## src/rtl/mem_alu_pkg.sv

```systemverilog
// Shared types and defaults for the operand-memory / ALU sequencer.
// Optional feature macro: R0_ZERO_EN (address 0 reads as zero and ignores writes).
package mem_alu_pkg;

  localparam int          DATA_W_DEF = 32;
  localparam int          ADDR_W_DEF = 6;
  localparam int unsigned DEPTH_DEF  = 32;
  localparam int          OP_W_DEF   = 4;

  // Sequencer phases: wait for work, read operands, execute, write back.
  typedef enum logic [1:0] {
    IDLE = 2'd0,
    RD   = 2'd1,
    EX   = 2'd2,
    WB   = 2'd3
  } state_e;

  // Requester that most recently received the shared write port.
  typedef enum logic {
    HOST  = 1'b0,
    INSTR = 1'b1
  } grant_e;

  // True when an address refers to an implemented memory entry.
  function automatic logic addr_ok(input logic [31:0] addr, input int unsigned depth);
    return addr < depth;
  endfunction

endpackage

```

## src/rtl/mem_alu_seq_wr_arb2.sv

```systemverilog
// Two-requester arbiter with alternating priority on contention.
// Starts with HOST as the last grant so an instruction wins the first tie.
module wr_arb2
  import mem_alu_pkg::*;
(
  input  logic clk,
  input  logic rst_n,
  input  logic en,
  input  logic req_host,
  input  logic req_instr,
  output logic gnt_host,
  output logic gnt_instr
);

  grant_e last_grant_q;
  grant_e last_grant_d;

  // Grant decision: a lone requester always wins, a tie goes to the one not served last.
  always_comb begin
    gnt_host  = 1'b0;
    gnt_instr = 1'b0;
    if (en) begin
      if (req_host && req_instr) begin
        if (last_grant_q == HOST) begin
          gnt_instr = 1'b1;
        end else begin
          gnt_host = 1'b1;
        end
      end else begin
        gnt_host  = req_host;
        gnt_instr = req_instr;
      end
    end
    last_grant_d = last_grant_q;
    if (gnt_host) begin
      last_grant_d = HOST;
    end else if (gnt_instr) begin
      last_grant_d = INSTR;
    end
  end

  // Remember who was served most recently.
  always_ff @(posedge clk or negedge rst_n) begin
    if (!rst_n) begin
      last_grant_q <= HOST;
    end else begin
      last_grant_q <= last_grant_d;
    end
  end

endmodule

```

## src/rtl/mem_alu_seq.sv

```systemverilog
// Sequencer: fetches two operands from the 2R/1W memory, runs the ALU and
// writes the result back, sharing the write port with a host loader.
// Optional feature macro: R0_ZERO_EN (address 0 hardwired to zero).
module mem_alu_seq
  import mem_alu_pkg::*;
#(
  parameter int          DATA_W = DATA_W_DEF,
  parameter int          ADDR_W = ADDR_W_DEF,
  parameter int unsigned DEPTH  = DEPTH_DEF,
  parameter int          OP_W   = OP_W_DEF
) (
  input  logic              clk,
  input  logic              rst_n,
  input  logic              in_valid,
  output logic              in_ready,
  input  logic [OP_W-1:0]   in_op,
  input  logic [ADDR_W-1:0] in_rs1,
  input  logic [ADDR_W-1:0] in_rs2,
  input  logic [ADDR_W-1:0] in_rd,
  input  logic              hw_valid,
  output logic              hw_ready,
  input  logic [ADDR_W-1:0] hw_addr,
  input  logic [DATA_W-1:0] hw_data,
  output logic [ADDR_W-1:0] mem_dir_lec,
  output logic [ADDR_W-1:0] mem_dir2_lec,
  output logic [ADDR_W-1:0] mem_dir_es,
  output logic [DATA_W-1:0] mem_dato_es,
  output logic              mem_we,
  input  logic [DATA_W-1:0] mem_dato1,
  input  logic [DATA_W-1:0] mem_dato2,
  output logic [DATA_W-1:0] alu_a,
  output logic [DATA_W-1:0] alu_b,
  output logic [OP_W-1:0]   alu_op,
  input  logic [DATA_W-1:0] alu_res,
  output logic              done,
  output logic [DATA_W-1:0] done_data,
  output logic              err,
  output logic              busy
);

`ifdef R0_ZERO_EN
  localparam bit R0_ZERO = 1'b1;
`else
  localparam bit R0_ZERO = 1'b0;
`endif

  // Architectural state
  state_e              state_q, state_d;
  logic [OP_W-1:0]     op_q, op_d;
  logic [ADDR_W-1:0]   rs1_q, rs1_d;
  logic [ADDR_W-1:0]   rs2_q, rs2_d;
  logic [ADDR_W-1:0]   rd_q, rd_d;
  logic [DATA_W-1:0]   opa_q, opa_d;
  logic [DATA_W-1:0]   opb_q, opb_d;
  logic [DATA_W-1:0]   res_q, res_d;
  logic                err_flag_q, err_flag_d;

  // Registered outputs (each is zero outside the state that drives it)
  logic [ADDR_W-1:0]   lec1_q, lec1_d;
  logic [ADDR_W-1:0]   lec2_q, lec2_d;
  logic [DATA_W-1:0]   alu_a_q, alu_a_d;
  logic [DATA_W-1:0]   alu_b_q, alu_b_d;
  logic [OP_W-1:0]     alu_op_q, alu_op_d;
  logic                wb_we_q, wb_we_d;
  logic                wb_err_q, wb_err_d;
  logic [ADDR_W-1:0]   wb_addr_q, wb_addr_d;
  logic [DATA_W-1:0]   wb_data_q, wb_data_d;
  logic                done_q, done_d;
  logic [DATA_W-1:0]   done_data_q, done_data_d;
  logic                busy_q, busy_d;

  // Grant and address qualification
  logic arb_en;
  logic gnt_host, gnt_instr;
  logic rs1_ok, rs2_ok, rd_ok, host_ok;
  logic rs1_zero, rs2_zero, rd_zero, host_zero;

  // Grants are only possible while idle and out of reset, so no output
  // can assert while rst_n is held low.
  assign arb_en = (state_q == IDLE) && rst_n;

  wr_arb2 u_arb (
    .clk       (clk),
    .rst_n     (rst_n),
    .en        (arb_en),
    .req_host  (hw_valid),
    .req_instr (in_valid),
    .gnt_host  (gnt_host),
    .gnt_instr (gnt_instr)
  );

  // Range checks and hardwired-zero detection for every address in use.
  always_comb begin
    rs1_ok    = addr_ok(32'(rs1_q), DEPTH);
    rs2_ok    = addr_ok(32'(rs2_q), DEPTH);
    rd_ok     = addr_ok(32'(rd_q), DEPTH);
    host_ok   = addr_ok(32'(hw_addr), DEPTH);
    rs1_zero  = !rs1_ok || (R0_ZERO && (rs1_q == '0));
    rs2_zero  = !rs2_ok || (R0_ZERO && (rs2_q == '0));
    rd_zero   = R0_ZERO && (rd_q == '0);
    host_zero = R0_ZERO && (hw_addr == '0);
  end

  // Next-state and datapath capture for the IDLE -> RD -> EX -> WB sequence.
  always_comb begin
    state_d    = state_q;
    op_d       = op_q;
    rs1_d      = rs1_q;
    rs2_d      = rs2_q;
    rd_d       = rd_q;
    opa_d      = opa_q;
    opb_d      = opb_q;
    res_d      = res_q;
    err_flag_d = err_flag_q;
    case (state_q)
      IDLE: begin
        if (gnt_instr) begin
          state_d    = RD;
          op_d       = in_op;
          rs1_d      = in_rs1;
          rs2_d      = in_rs2;
          rd_d       = in_rd;
          err_flag_d = 1'b0;
        end
      end
      RD: begin
        state_d    = EX;
        opa_d      = rs1_zero ? '0 : mem_dato1;
        opb_d      = rs2_zero ? '0 : mem_dato2;
        err_flag_d = err_flag_q || !rs1_ok || !rs2_ok;
      end
      EX: begin
        state_d = WB;
        res_d   = alu_res;
      end
      WB: begin
        state_d = IDLE;
      end
      default: begin
        state_d = IDLE;
      end
    endcase
  end

  // Registered outputs are decoded from the upcoming state so they line up
  // with the state they belong to.
  always_comb begin
    lec1_d      = (state_d == RD) ? rs1_d : '0;
    lec2_d      = (state_d == RD) ? rs2_d : '0;
    alu_a_d     = (state_d == EX) ? opa_d : '0;
    alu_b_d     = (state_d == EX) ? opb_d : '0;
    alu_op_d    = (state_d == EX) ? op_q : '0;
    wb_addr_d   = (state_d == WB) ? rd_q : '0;
    wb_data_d   = (state_d == WB) ? res_d : '0;
    wb_we_d     = (state_d == WB) && rd_ok && !err_flag_q && !rd_zero;
    wb_err_d    = (state_d == WB) && (!rd_ok || err_flag_q);
    done_d      = (state_d == WB);
    done_data_d = (state_d == WB) ? res_d : '0;
    busy_d      = (state_d != IDLE);
  end

  // FSM, datapath and output registers; reset aborts any instruction in flight.
  always_ff @(posedge clk or negedge rst_n) begin
    if (!rst_n) begin
      state_q     <= IDLE;
      op_q        <= '0;
      rs1_q       <= '0;
      rs2_q       <= '0;
      rd_q        <= '0;
      opa_q       <= '0;
      opb_q       <= '0;
      res_q       <= '0;
      err_flag_q  <= 1'b0;
      lec1_q      <= '0;
      lec2_q      <= '0;
      alu_a_q     <= '0;
      alu_b_q     <= '0;
      alu_op_q    <= '0;
      wb_we_q     <= 1'b0;
      wb_err_q    <= 1'b0;
      wb_addr_q   <= '0;
      wb_data_q   <= '0;
      done_q      <= 1'b0;
      done_data_q <= '0;
      busy_q      <= 1'b0;
    end else begin
      state_q     <= state_d;
      op_q        <= op_d;
      rs1_q       <= rs1_d;
      rs2_q       <= rs2_d;
      rd_q        <= rd_d;
      opa_q       <= opa_d;
      opb_q       <= opb_d;
      res_q       <= res_d;
      err_flag_q  <= err_flag_d;
      lec1_q      <= lec1_d;
      lec2_q      <= lec2_d;
      alu_a_q     <= alu_a_d;
      alu_b_q     <= alu_b_d;
      alu_op_q    <= alu_op_d;
      wb_we_q     <= wb_we_d;
      wb_err_q    <= wb_err_d;
      wb_addr_q   <= wb_addr_d;
      wb_data_q   <= wb_data_d;
      done_q      <= done_d;
      done_data_q <= done_data_d;
      busy_q      <= busy_d;
    end
  end

  // Shared write port: a host grant only happens in IDLE, write-back only in
  // WB, so the two sources never overlap and nothing writes during RD.
  always_comb begin
    in_ready     = gnt_instr;
    hw_ready     = gnt_host;
    mem_we       = (gnt_host && host_ok && !host_zero) || wb_we_q;
    mem_dir_es   = gnt_host ? hw_addr : wb_addr_q;
    mem_dato_es  = gnt_host ? hw_data : wb_data_q;
    err          = (gnt_host && !host_ok) || wb_err_q;
    mem_dir_lec  = lec1_q;
    mem_dir2_lec = lec2_q;
    alu_a        = alu_a_q;
    alu_b        = alu_b_q;
    alu_op       = alu_op_q;
    done         = done_q;
    done_data    = done_data_q;
    busy         = busy_q;
  end

endmodule
```

## config.mk

```make
export PLATFORM = sky130hd
export DESIGN_NAME = mem_alu_seq
export DESIGN_NICKNAME = d
export VERILOG_FILES = /design/src/rtl/mem_alu_pkg.sv /design/src/rtl/mem_alu_seq_wr_arb2.sv /design/src/rtl/mem_alu_seq.sv
export SDC_FILE = /design/constraint.sdc
export NUM_CORES = 1
export LEC_CHECK = 0
export ABC_AREA = 1
export BUFFER_PORTS_ARGS = -buffer_cell sky130_fd_sc_hd__buf_4
export CAP_MARGIN = 20
export CORE_MARGIN = 10
export CORE_UTILIZATION = 50
export CTS_CLUSTER_DIAMETER = 50
export DETAILED_ROUTE_END_ITERATION = 10
export PLACE_DENSITY = 0.8
export SLEW_MARGIN = 30
export SYNTH_ARGS = -nofsm -noshare
export SYNTH_HDL_FRONTEND = slang
export SYNTH_SLANG_ARGS = --single-unit
```

## constraint.sdc

```tcl
create_clock -name clk -period 2.2 [get_ports clk]
set_clock_uncertainty 0.05 [all_clocks]
set_input_delay 0.22 -clock clk [delete_from_list [all_inputs] [get_ports clk]]
set_output_delay 0.22 -clock clk [all_outputs]
set_load 0.05 [all_outputs]
```

==> flow_summary_export.csv, run 1 <==
group,metric,value,unit
pwr,power.ir.vdd_worst,1.17,mV
floorplan,start_util,0.506,
drt,drt_wl_total,36500,µm
clock_tree,clk_latency,0.51,ns
pwr,powerDensity,1450,nW/µm²
global_route,grt_use_met3,0.0721,
global_route,grt_use_met2,0.460,
sta,finalMaxSlewViolations,0,
global_route,antenna_found_initial,2,
setup_path,end_kind,"primary output",
pwr,p_int,0.0118,W
clock_tree,clk_pin_slew_worst_paths,0.06,ns
drt,viasPerCell,5.32,
global_route,gr-usage-all-layers,0.255,
pwr,sw_frac_of_total,0.447,
yosys,syn_avg_cell_area,9.58,µm²
yosys,yosysWarnings,0,
outcome,violations,"negative setup slack",
clock_tree,ctsLongestPathBuffers,3,
pwr,power_frac_clock,0.189,
setup_path,critical-path-top-delay-family,"buffers and inverters",
yosys,synth.distinct_cells,26,
sta,holdWs,0.193,ns
clock_tree,cts_sinks,244,
pwr,power.switching,0.00958,W
placed_design,dp_cells,1463,
layout,drive_gt1_frac,0.336,
layout,finalInstanceArea,14700,µm²
outcome,status,"finished, violations left",
floorplan,die_y,154,µm
yosys,netlist_area,9020,µm²
yosys,synth_seq_area_share,0.677,
floorplan,coreArea,17800,µm²
placed_design,dpl_cell_area,11700,µm²
layout,fin_cells,1653,
global_route,grt_first_pass_wirelength,49200,µm
drt,wl_per_cell,22.1,µm
sta,fmaxAchievable,426,MHz
floorplan,io_pins,316,
global_route,overflow,0,
clock_tree,cts_root_buf,"clkbuf_16",
yosys,synth_seq_cells,244,
setup_path,rrSetupSlack,0.12,ns
pwr,seqPwrFrac,0.323,
flow_run,max_cap_viol_count,0,
layout,fin_util,0.827,
drt,first_iter_violations,760,
setup_path,crit_chain,"inv_2 -> ha_4 -> nand2_4 -> nor2_4 -> o21ai_4 -> clkinv_4 -> buf_4 -> clkbuf_16 -> nand2_1 -> nand2_1 -> buf_6",
global_route,grt_max_degree,113,
floorplan,rows,49,
drt,drc,0,
pwr,leakage,8.07,nW
sta,period_share,1.07,
global_route,grtUsageMet1,0.277,
clock_tree,cts_buffers,25,
setup_path,start_kind,"flop",
pwr,p_comb_frac,0.488,
setup_path,worst_ep_arrival_time,2.08,ns
placed_design,dpl.hpwl,18500,µm
sta,rsz0062_at_grt,"true",
layout,num-fill-cells,907,
setup_path,path_buf_inv,5,
drt,detail-route-antenna-nets,0,
setup_path,cp_slowest_stage_delay,0.38,ns
sta,fin_crit,2.35,ns
global_route,grt_pass1_vias,9154,
clock_tree,cts_max_level,1,
floorplan,die-area,23800,µm²
sta,setup_viol,41,
global_route,busiest_layer,"met2",
sta,final_hold_viol_count,0,
drt,vias,8801,
drt,first_pass_iters,8,
setup_path,worst_path_most_repeated_cell,"nand2_1",
yosys,synth_cells,942,
layout,area_delta_synth_final,63.4,%
sta,fin_ws,-0.149,ns
floorplan,die_w,154,µm
setup_path,critPathSlowestCell,"dfrtp_1",
clock_tree,cts_tree,"built",
setup_path,crit_required,1.93,ns
layout,nets,1573,
setup_path,worstPathMaxFanout,5,
yosys,postSynthNetCount,1107,
placed_design,portBuffers,315,
placed_design,gp_congestion,0.817,
sta,tightest_slew,0.705,ns
sta,max_slew_margin,0.530,
min_path,hold_class,"in2reg",
setup_path,path_class,"reg2out",
routing by layer:
metal | part of all wire | wire, µm
met2 | 0.50 | 18400
met3 | 0.093 | 3390
met5 | 0 | 0
met1 | 0.34 | 12500
met4 | 0.061 | 2220
kinds of logic (layout without fill, tap and decap cells):
logic type / after synthesis / count (layout) / share of synthesized area
flip-flops: 244 / 244 / 0.677
AO/OA/AOI/OAI: 116 / 116 / 0.0664
buffers and inverters: 109 / 588 / 0.0520
adder cells (fa/ha/maj): 5 / 5 / 0.00693
other: 0 / 2 / 0
AND/OR/NAND/NOR: 468 / 469 / 0.198
synth_stat cells:
cell type / count / area [µm²]
nor2_2: 1 / 6.26
o21ai_1: 10 / 50.1
nor3_1: 1 / 5.00
nand2_2: 2 / 12.5
o21bai_1: 2 / 15.0
dfrtp_1: 244 / 6110
o22ai_1: 6 / 37.5
o21a_1: 1 / 7.51
buf_6: 4 / 45.0
o21ai_0: 6 / 30.0
ha_1: 5 / 62.6
nand2_1: 437 / 1640
nor2_4: 1 / 11.3
inv_2: 3 / 11.3
buf_1: 1 / 3.75
inv_1: 63 / 236
nor2_1: 23 / 86.3
a21oi_1: 90 / 450
o21ai_2: 1 / 8.76
nand3_2: 1 / 10.0
nand2_4: 1 / 11.3
clkbuf_1: 16 / 60.1
clkinv_1: 2 / 7.51
nand3_1: 1 / 5.00
buf_4: 2 / 15.0
buf_2: 18 / 90.1
worst min-delay path, cell delays in order:
cell    delay (ns)
buf_4         0.08
inv_1         0.09
nor2_4        0.18
o21a_1        0.14
power groups by stage:
stage                     clock, W  combinational (W)  sequential (W)
after CTS                  0.00406            0.00941         0.00675
final                      0.00404             0.0105         0.00692
after global placement           0            0.00849         0.00675
after detailed placement         0            0.00864         0.00681
after floorplan                  0            0.00407         0.00852
after global routing       0.00427             0.0110         0.00704
through the flow:
step	setup WS [ns]	TNS, ns	total power (W)
after global routing	-0.196	-5.31	0.0223
after global placement	0.336	0	0.0152
after floorplan	0.0105	0	0.0126
after CTS	-0.114	-3.65	0.0202
final	-0.149	-2.96	0.0214
after detailed placement	0.263	0	0.0155
state kept, by name, indices dropped and copies added, names as in the netlist:
register,cells
done,1
opb_q,32
rd_q,6
alu_b,32
res_q,32
wb_we_q,1
err_flag_q,1
mem_dir2_lec,6
opa_q,32
wb_err_q,1
rs1_q,6
rs2_q,6
mem_dir_lec,6
op_q,4
alu_op,4
done_data,32
busy,1
wb_addr_q,6
state_q,2
alu_a,32
u_arb.last_grant_q,1
cell type report:
cell class                      count  area [µm²]  area share
Sequential cell                   244        6110       0.414
Timing Repair Buffer              479        4430       0.300
Multi-Input combinational cell    590        2880       0.195
Clock buffer                       38         754      0.0512
Tap cell                          229         287      0.0194
Inverter                           68         263      0.0178
Clock inverter                      3        25.0     0.00170
Antenna cell                        2        5.00    0.000339
timing repair:
action | CTS | global route
endpoints found under the setup margin | 42 | 42
resized for setup | 75 | 126
cloned | 4 | 8
endpoints found under the hold margin | 465 | 0
setup buffers | 9 | 9
pin swaps | 5 | 25
hold buffers | 119 | 0
cell usage in the layout, fill, tap and decap left out, types with 4 or more instances in the layout:
| master | n |
|---|---|
| nand2_1 | 374 |
| buf_4 | 296 |
| dfrtp_1 | 244 |
| dlygate4sd3_1 | 119 |
| a21oi_1 | 90 |
| inv_1 | 60 |
| nand2_4 | 38 |
| clkbuf_16 | 30 |
| buf_8 | 29 |
| nand2_2 | 27 |
| nor2_1 | 22 |
| buf_6 | 20 |
| o21ai_1 | 10 |
| clkbuf_8 | 8 |
| o22ai_1 | 6 |
| buf_12 | 6 |
| o21ai_0 | 5 |
| clkbuf_1 | 5 |
| inv_2 | 4 |
| ha_1 | 4 |
| buf_16 | 4 |
worst paths after layout:
check | start | end | cells past startpoint
min in group asynchronous | rst_n | opb_q[11] | 3
max in group asynchronous | rst_n | opb_q[21] | 3
worst max-delay path | state_q[0] | mem_dir_es[3] | 11
worst min-delay path | in_valid | u_arb.last_grant_q | 4
worst min register to register | op_q[3] | alu_op[3] | 2
worst max register to register | state_q[0] | done_data[21] | 6
Power figures use the tool's default switching activity.
==> run 2, diff against run 1 <==
- CTS_BUF_LIST: default -> sky130_fd_sc_hd__clkbuf_16
==> run 2 against run 1 <==
Compared with the run above: the run still ends with negative setup slack left; routed wire length is 1.6% higher; final area is 0.70% lower; sequential share of layout area grew 0.29 points; critical path depth did not move; non-clock buffer count grew 2.
==> flow_summary_export.csv, run 2 (same netlist as run 1, synthesis figures left out) <==
group,metric,value,unit
floorplan,die_w,154,µm
drt,viasPerCell,5.39,
layout,final_cell_mix,"380 x nand2_1, 297 x buf_4, 244 x dfrtp_1",
clock_tree,cts_root_buf,"clkbuf_16",
setup_path,worstPathMaxFanout,4,
placed_design,portBuffers,315,
layout,num-fill-cells,894,
clock_tree,cts_sinks,244,
drt,first_iter_violations,654,
placed_design,dpl.hpwl,18500,µm
outcome,status,"finished, violations left",
layout,nets,1575,
floorplan,start_util,0.506,
sta,fmaxAchievable,430,MHz
min_path,hold_class,"in2reg",
clock_tree,ctsLongestPathBuffers,3,
floorplan,rows,49,
sta,finalMaxSlewViolations,0,
clock_tree,clk_latency,0.52,ns
sta,fin_ws,-0.124,ns
sta,period_share,1.06,
setup_path,crit_required,1.93,ns
placed_design,dpl_cell_area,11700,µm²
setup_path,path_class,"reg2out",
drt,drt_wl_total,37100,µm
pwr,powerDensity,1440,nW/µm²
global_route,overflow,0,
setup_path,start_kind,"flop",
clock_tree,cts_buffers,25,
sta,tightest_slew,0.696,ns
global_route,grt_first_pass_wirelength,50100,µm
layout,mostFrequentLayoutCell,"nand2_1",
drt,detail-route-antenna-nets,0,
sta,rsz0062_at_grt,"true",
global_route,gr-usage-all-layers,0.259,
floorplan,die-area,23800,µm²
sta,max_slew_margin,0.536,
global_route,antenna_found_initial,1,
global_route,grt_pass1_vias,9262,
drt,drc,0,
placed_design,gp_congestion,0.817,
clock_tree,cts_tree,"built",
sta,tns,-3.11,ns
outcome,violations,"negative setup slack",
pwr,power.ir.vdd_worst,1.34,mV
drt,wl_per_cell,22.4,µm
sta,setup_viol,40,
layout,area_delta_synth_final,62.3,%
sta,fin_crit,2.32,ns
setup_path,rrSetupSlack,0.11,ns
clock_tree,clk_pin_slew_worst_paths,0.06,ns
global_route,grt_max_degree,113,
floorplan,die_y,154,µm
floorplan,coreArea,17800,µm²
clock_tree,cts_max_level,1,
layout,drive_gt1_frac,0.327,
pwr,leakage,8.03,nW
flow_run,max_cap_viol_count,0,
layout,finalInstanceArea,14600,µm²
floorplan,io_pins,316,
drt,vias,8927,
sta,final_hold_viol_count,0,
setup_path,end_kind,"primary output",
setup_path,worst_ep_arrival_time,2.05,ns
drt,first_pass_iters,5,
[run 2: changes by cell type in the layout (fill, tap and decap cells not counted), sizes merged]
cell / delta
clkinv: +8
diode: +1
buf: +1
inv: +5
clkbuf: -12
[run 2: layout make-up]
| cell class | count | area (µm²) | area share |
|---|---|---|---|
| tap | 229 | 287 | 0.0196 |
| clock inverter | 16 | 73.8 | 0.00504 |
| sequential | 244 | 6110 | 0.417 |
| clock buffer | 25 | 626 | 0.0427 |
| inverter | 68 | 263 | 0.0179 |
| antenna | 3 | 7.51 | 0.000513 |
| timing repair buffer | 481 | 4450 | 0.304 |
| multi-input combinational | 590 | 2840 | 0.194 |
[run 2: layer usage]
metal | GRT usage | share of wire
met1 | 0.278 | 0.34
met2 | 0.463 | 0.51
met3 | 0.0760 | 0.088
met4 | 0.113 | 0.068
met5 | 0 | 0
[run 2: timing repair]
item                                    in CTS  in global routing
hold buffers                               119                  0
endpoints found under the setup margin      42                 42
setup buffers                                9                  9
hold endpoints to repair                   465                  0
pin swaps                                    5                 21
cloned                                       4                 10
resized for setup                           75                107
[run 2: through the flow]
stage | utilization | instances | total power [W] | setup slack (ns) | hold slack, ns
final | 0.821 | 1656 | 0.0211 | -0.124 | 0.183
after global routing | 0.821 | 1656 | 0.0220 | -0.203 | 0.193
after CTS | 0.785 | 1636 | 0.0199 | -0.114 | 0.0828
after floorplan | - | 942 | 0.0126 | 0.0105 | -0.126
after global placement | 0.654 | 1463 | 0.0152 | 0.336 | 0.313
after detailed placement | 0.654 | 1463 | 0.0155 | 0.263 | 0.314
[run 2: worst paths after layout]
path	endpoint	start	depth (start not counted)
setup reg to reg	done_data[21]	state_q[0]	6
max in group asynchronous	res_q[1]	rst_n	3
min in group asynchronous	opb_q[17]	rst_n	3
setup / recovery	mem_dato_es[21]	state_q[0]	11
hold reg to reg	alu_op[1]	op_q[1]	2
hold / removal	u_arb.last_grant_q	in_valid	4
[run 2: power by group]
group	total [W]	internal (W)	switching (W)
Clock	0.00374	0.00204	0.00170
Sequential	0.00691	0.00614	0.000764
Combinational	0.0104	0.00331	0.00712
[run 2: worst max-delay path: stages, from the launching register on]
cell	delay [ns]
dfrtp_1	0.38
inv_2	0.08
ha_4	0.15
nand2_4	0.06
nor2_4	0.10
o21ai_4	0.08
clkinv_4	0.09
buf_12	0.11
clkbuf_16	0.14
nand2_1	0.08
nand2_1	0.10
buf_6	0.17
==> run 3, diff against run 2 <==
--- a/config.mk
+++ b/config.mk
@@ -7,5 +7,5 @@
 export LEC_CHECK = 0
 export ABC_AREA = 1
-export BUFFER_PORTS_ARGS = -buffer_cell sky130_fd_sc_hd__buf_4
+export BUFFER_PORTS_ARGS = -buffer_cell sky130_fd_sc_hd__buf_2
 export CAP_MARGIN = 20
 export CORE_MARGIN = 10
--- a/constraint.sdc
+++ b/constraint.sdc
@@ -3,3 +3,3 @@
 set_input_delay 0.22 -clock clk [delete_from_list [all_inputs] [get_ports clk]]
 set_output_delay 0.22 -clock clk [all_outputs]
-set_load 0.05 [all_outputs]
+set_load 0.02 [all_outputs]
==> run 3 against run 2 <==
Compared with the run above: the flow still finishes with violations (negative setup slack); non-clock buffer count down 6; combinational power down 30%; global-route usage down 2.0 points; critical path type unchanged; critical endpoint is now mem_dato_es[12].
==> flow_summary_export.csv, run 3 (same netlist as run 1, synthesis figures left out) <==
group,metric,value,unit
outcome,status,"finished, violations left",
outcome,violations,"negative setup slack",
clock_tree,cts_buffers,25,
layout,drive_gt1_frac,0.315,
global_route,grt_max_degree,160,
pwr,powerDensity,1310,nW/µm²
setup_path,path_class,"reg2out",
global_route,grt_first_pass_wirelength,46500,µm
clock_tree,cts_sinks,244,
layout,final_cell_mix,"392 x nand2_1, 278 x buf_2, 244 x dfrtp_1",
clock_tree,clk_latency,0.51,ns
setup_path,start_kind,"flop",
sta,final_hold_viol_count,0,
setup_path,crit_required,1.93,ns
global_route,antenna_found_initial,3,
floorplan,start_util,0.506,
sta,tightest_slew,0.824,ns
min_path,hold_class,"in2reg",
sta,fin_ws,-0.176,ns
layout,fin_cells,1651,
pwr,power.ir.vdd_worst,0.970,mV
clock_tree,clk_pin_slew_worst_paths,0.06,ns
sta,fin_crit,2.38,ns
clock_tree,cts_max_level,1,
placed_design,dpl_cell_area,10900,µm²
setup_path,end_kind,"primary output",
sta,rsz0062_at_grt,"true",
drt,drc,0,
sta,setup_viol,40,
floorplan,rows,49,
sta,period_share,1.08,
drt,first_pass_iters,5,
floorplan,die_w,154,µm
clock_tree,cts_tree,"built",
drt,detail-route-antenna-nets,0,
placed_design,dpl.hpwl,17800,µm
sta,fmaxAchievable,421,MHz
floorplan,die-area,23800,µm²
layout,nets,1568,
drt,first_iter_violations,553,
drt,drt_wl_total,32000,µm
sta,finalMaxSlewViolations,0,
clock_tree,cts_root_buf,"clkbuf_16",
floorplan,coreArea,17800,µm²
layout,mostFrequentLayoutCell,"nand2_1",
drt,viasPerCell,5.11,
placed_design,portBuffers,315,
placed_design,gp_congestion,0.764,
floorplan,die_y,154,µm
setup_path,worst_ep_arrival_time,2.11,ns
layout,area_delta_synth_final,50.0,%
placed_design,place_ws,0.158,ns
pwr,leakage,7.74,nW
floorplan,io_pins,316,
setup_path,worstPathMaxFanout,21,
placed_design,dp_cells,1460,
global_route,gr-usage-all-layers,0.239,
global_route,overflow,0,
global_route,grt_pass1_vias,8777,
sta,max_slew_margin,0.451,
drt,vias,8433,
layout,finalInstanceArea,13500,µm²
flow_run,max_cap_viol_count,0,
drt,wl_per_cell,19.4,µm
clock_tree,ctsLongestPathBuffers,3,
## run 3: report_power, final
group | internal, W | switching, W
registers | 0.00614 | 0.000652
clock network | 0.00205 | 0.00167
logic | 0.00254 | 0.00471
## run 3: timing repair
| item | in CTS | in global routing |
|---|---|---|
| buffers inserted | 8 | 12 |
| hold buffers | 119 | 0 |
| endpoints found under the setup margin | 42 | 93 |
| gates resized for setup | 73 | 77 |
| hold endpoints to repair | 467 | 0 |
| cloned | 3 | 5 |
| pin swaps | 2 | 15 |
## run 3: worst max-delay path, cell delays in order (launching register included)
cell     delay [ns]
dfrtp_1        0.38
inv_2          0.09
ha_4           0.15
nand2_4        0.06
nor2_4         0.10
o21ai_4        0.09
buf_4          0.15
buf_12         0.15
nand2_1        0.12
nand2_1        0.12
buf_2          0.18
## run 3: cell type report
| type | count | area [µm²] |
|---|---|---|
| inverter | 68 | 268 |
| fill | 1028 | 4300 |
| antenna | 3 | 7.51 |
| sequential | 244 | 6110 |
| multi-input combinational | 589 | 2670 |
| tap | 229 | 287 |
| clock inverter | 18 | 80.1 |
| timing repair buffer | 475 | 3500 |
| clock buffer | 25 | 626 |
## run 3: metrics by stage
stage                     setup TNS (ns)  total power [W]  hold slack (ns)  utilization
after floorplan                        0           0.0106           -0.126            -
after global placement                 0           0.0126            0.368        0.609
after detailed placement               0           0.0128            0.372        0.609
after CTS                          -1.83           0.0172           0.0738        0.735
after global routing               -5.07           0.0188            0.175        0.759
final                              -2.11           0.0178            0.174        0.759
## run 3: final timing paths
kind                              endpoint  slack (ns)  cells past startpoint  startpoint
hold reg to reg                  alu_op[2]        0.41                      2     op_q[2]
setup reg to reg                  alu_a[8]        0.31                      8  state_q[1]
hold / removal                     rd_q[3]        0.17                      5    hw_valid
setup / recovery           mem_dato_es[12]       -0.18                     10  state_q[0]
min in group asynchronous     wb_addr_q[4]        0.46                      3       rst_n
max in group asynchronous        alu_a[22]        1.03                      3       rst_n
## run 3: layer usage
metal  routed length [µm]  up-vias  track usage
li1                     -     3815            -
met1                11300     4029        0.267
met2                16200      471        0.411
met3                 2870      118       0.0702
met4                 1680        0        0.113
met5                    0        -            0
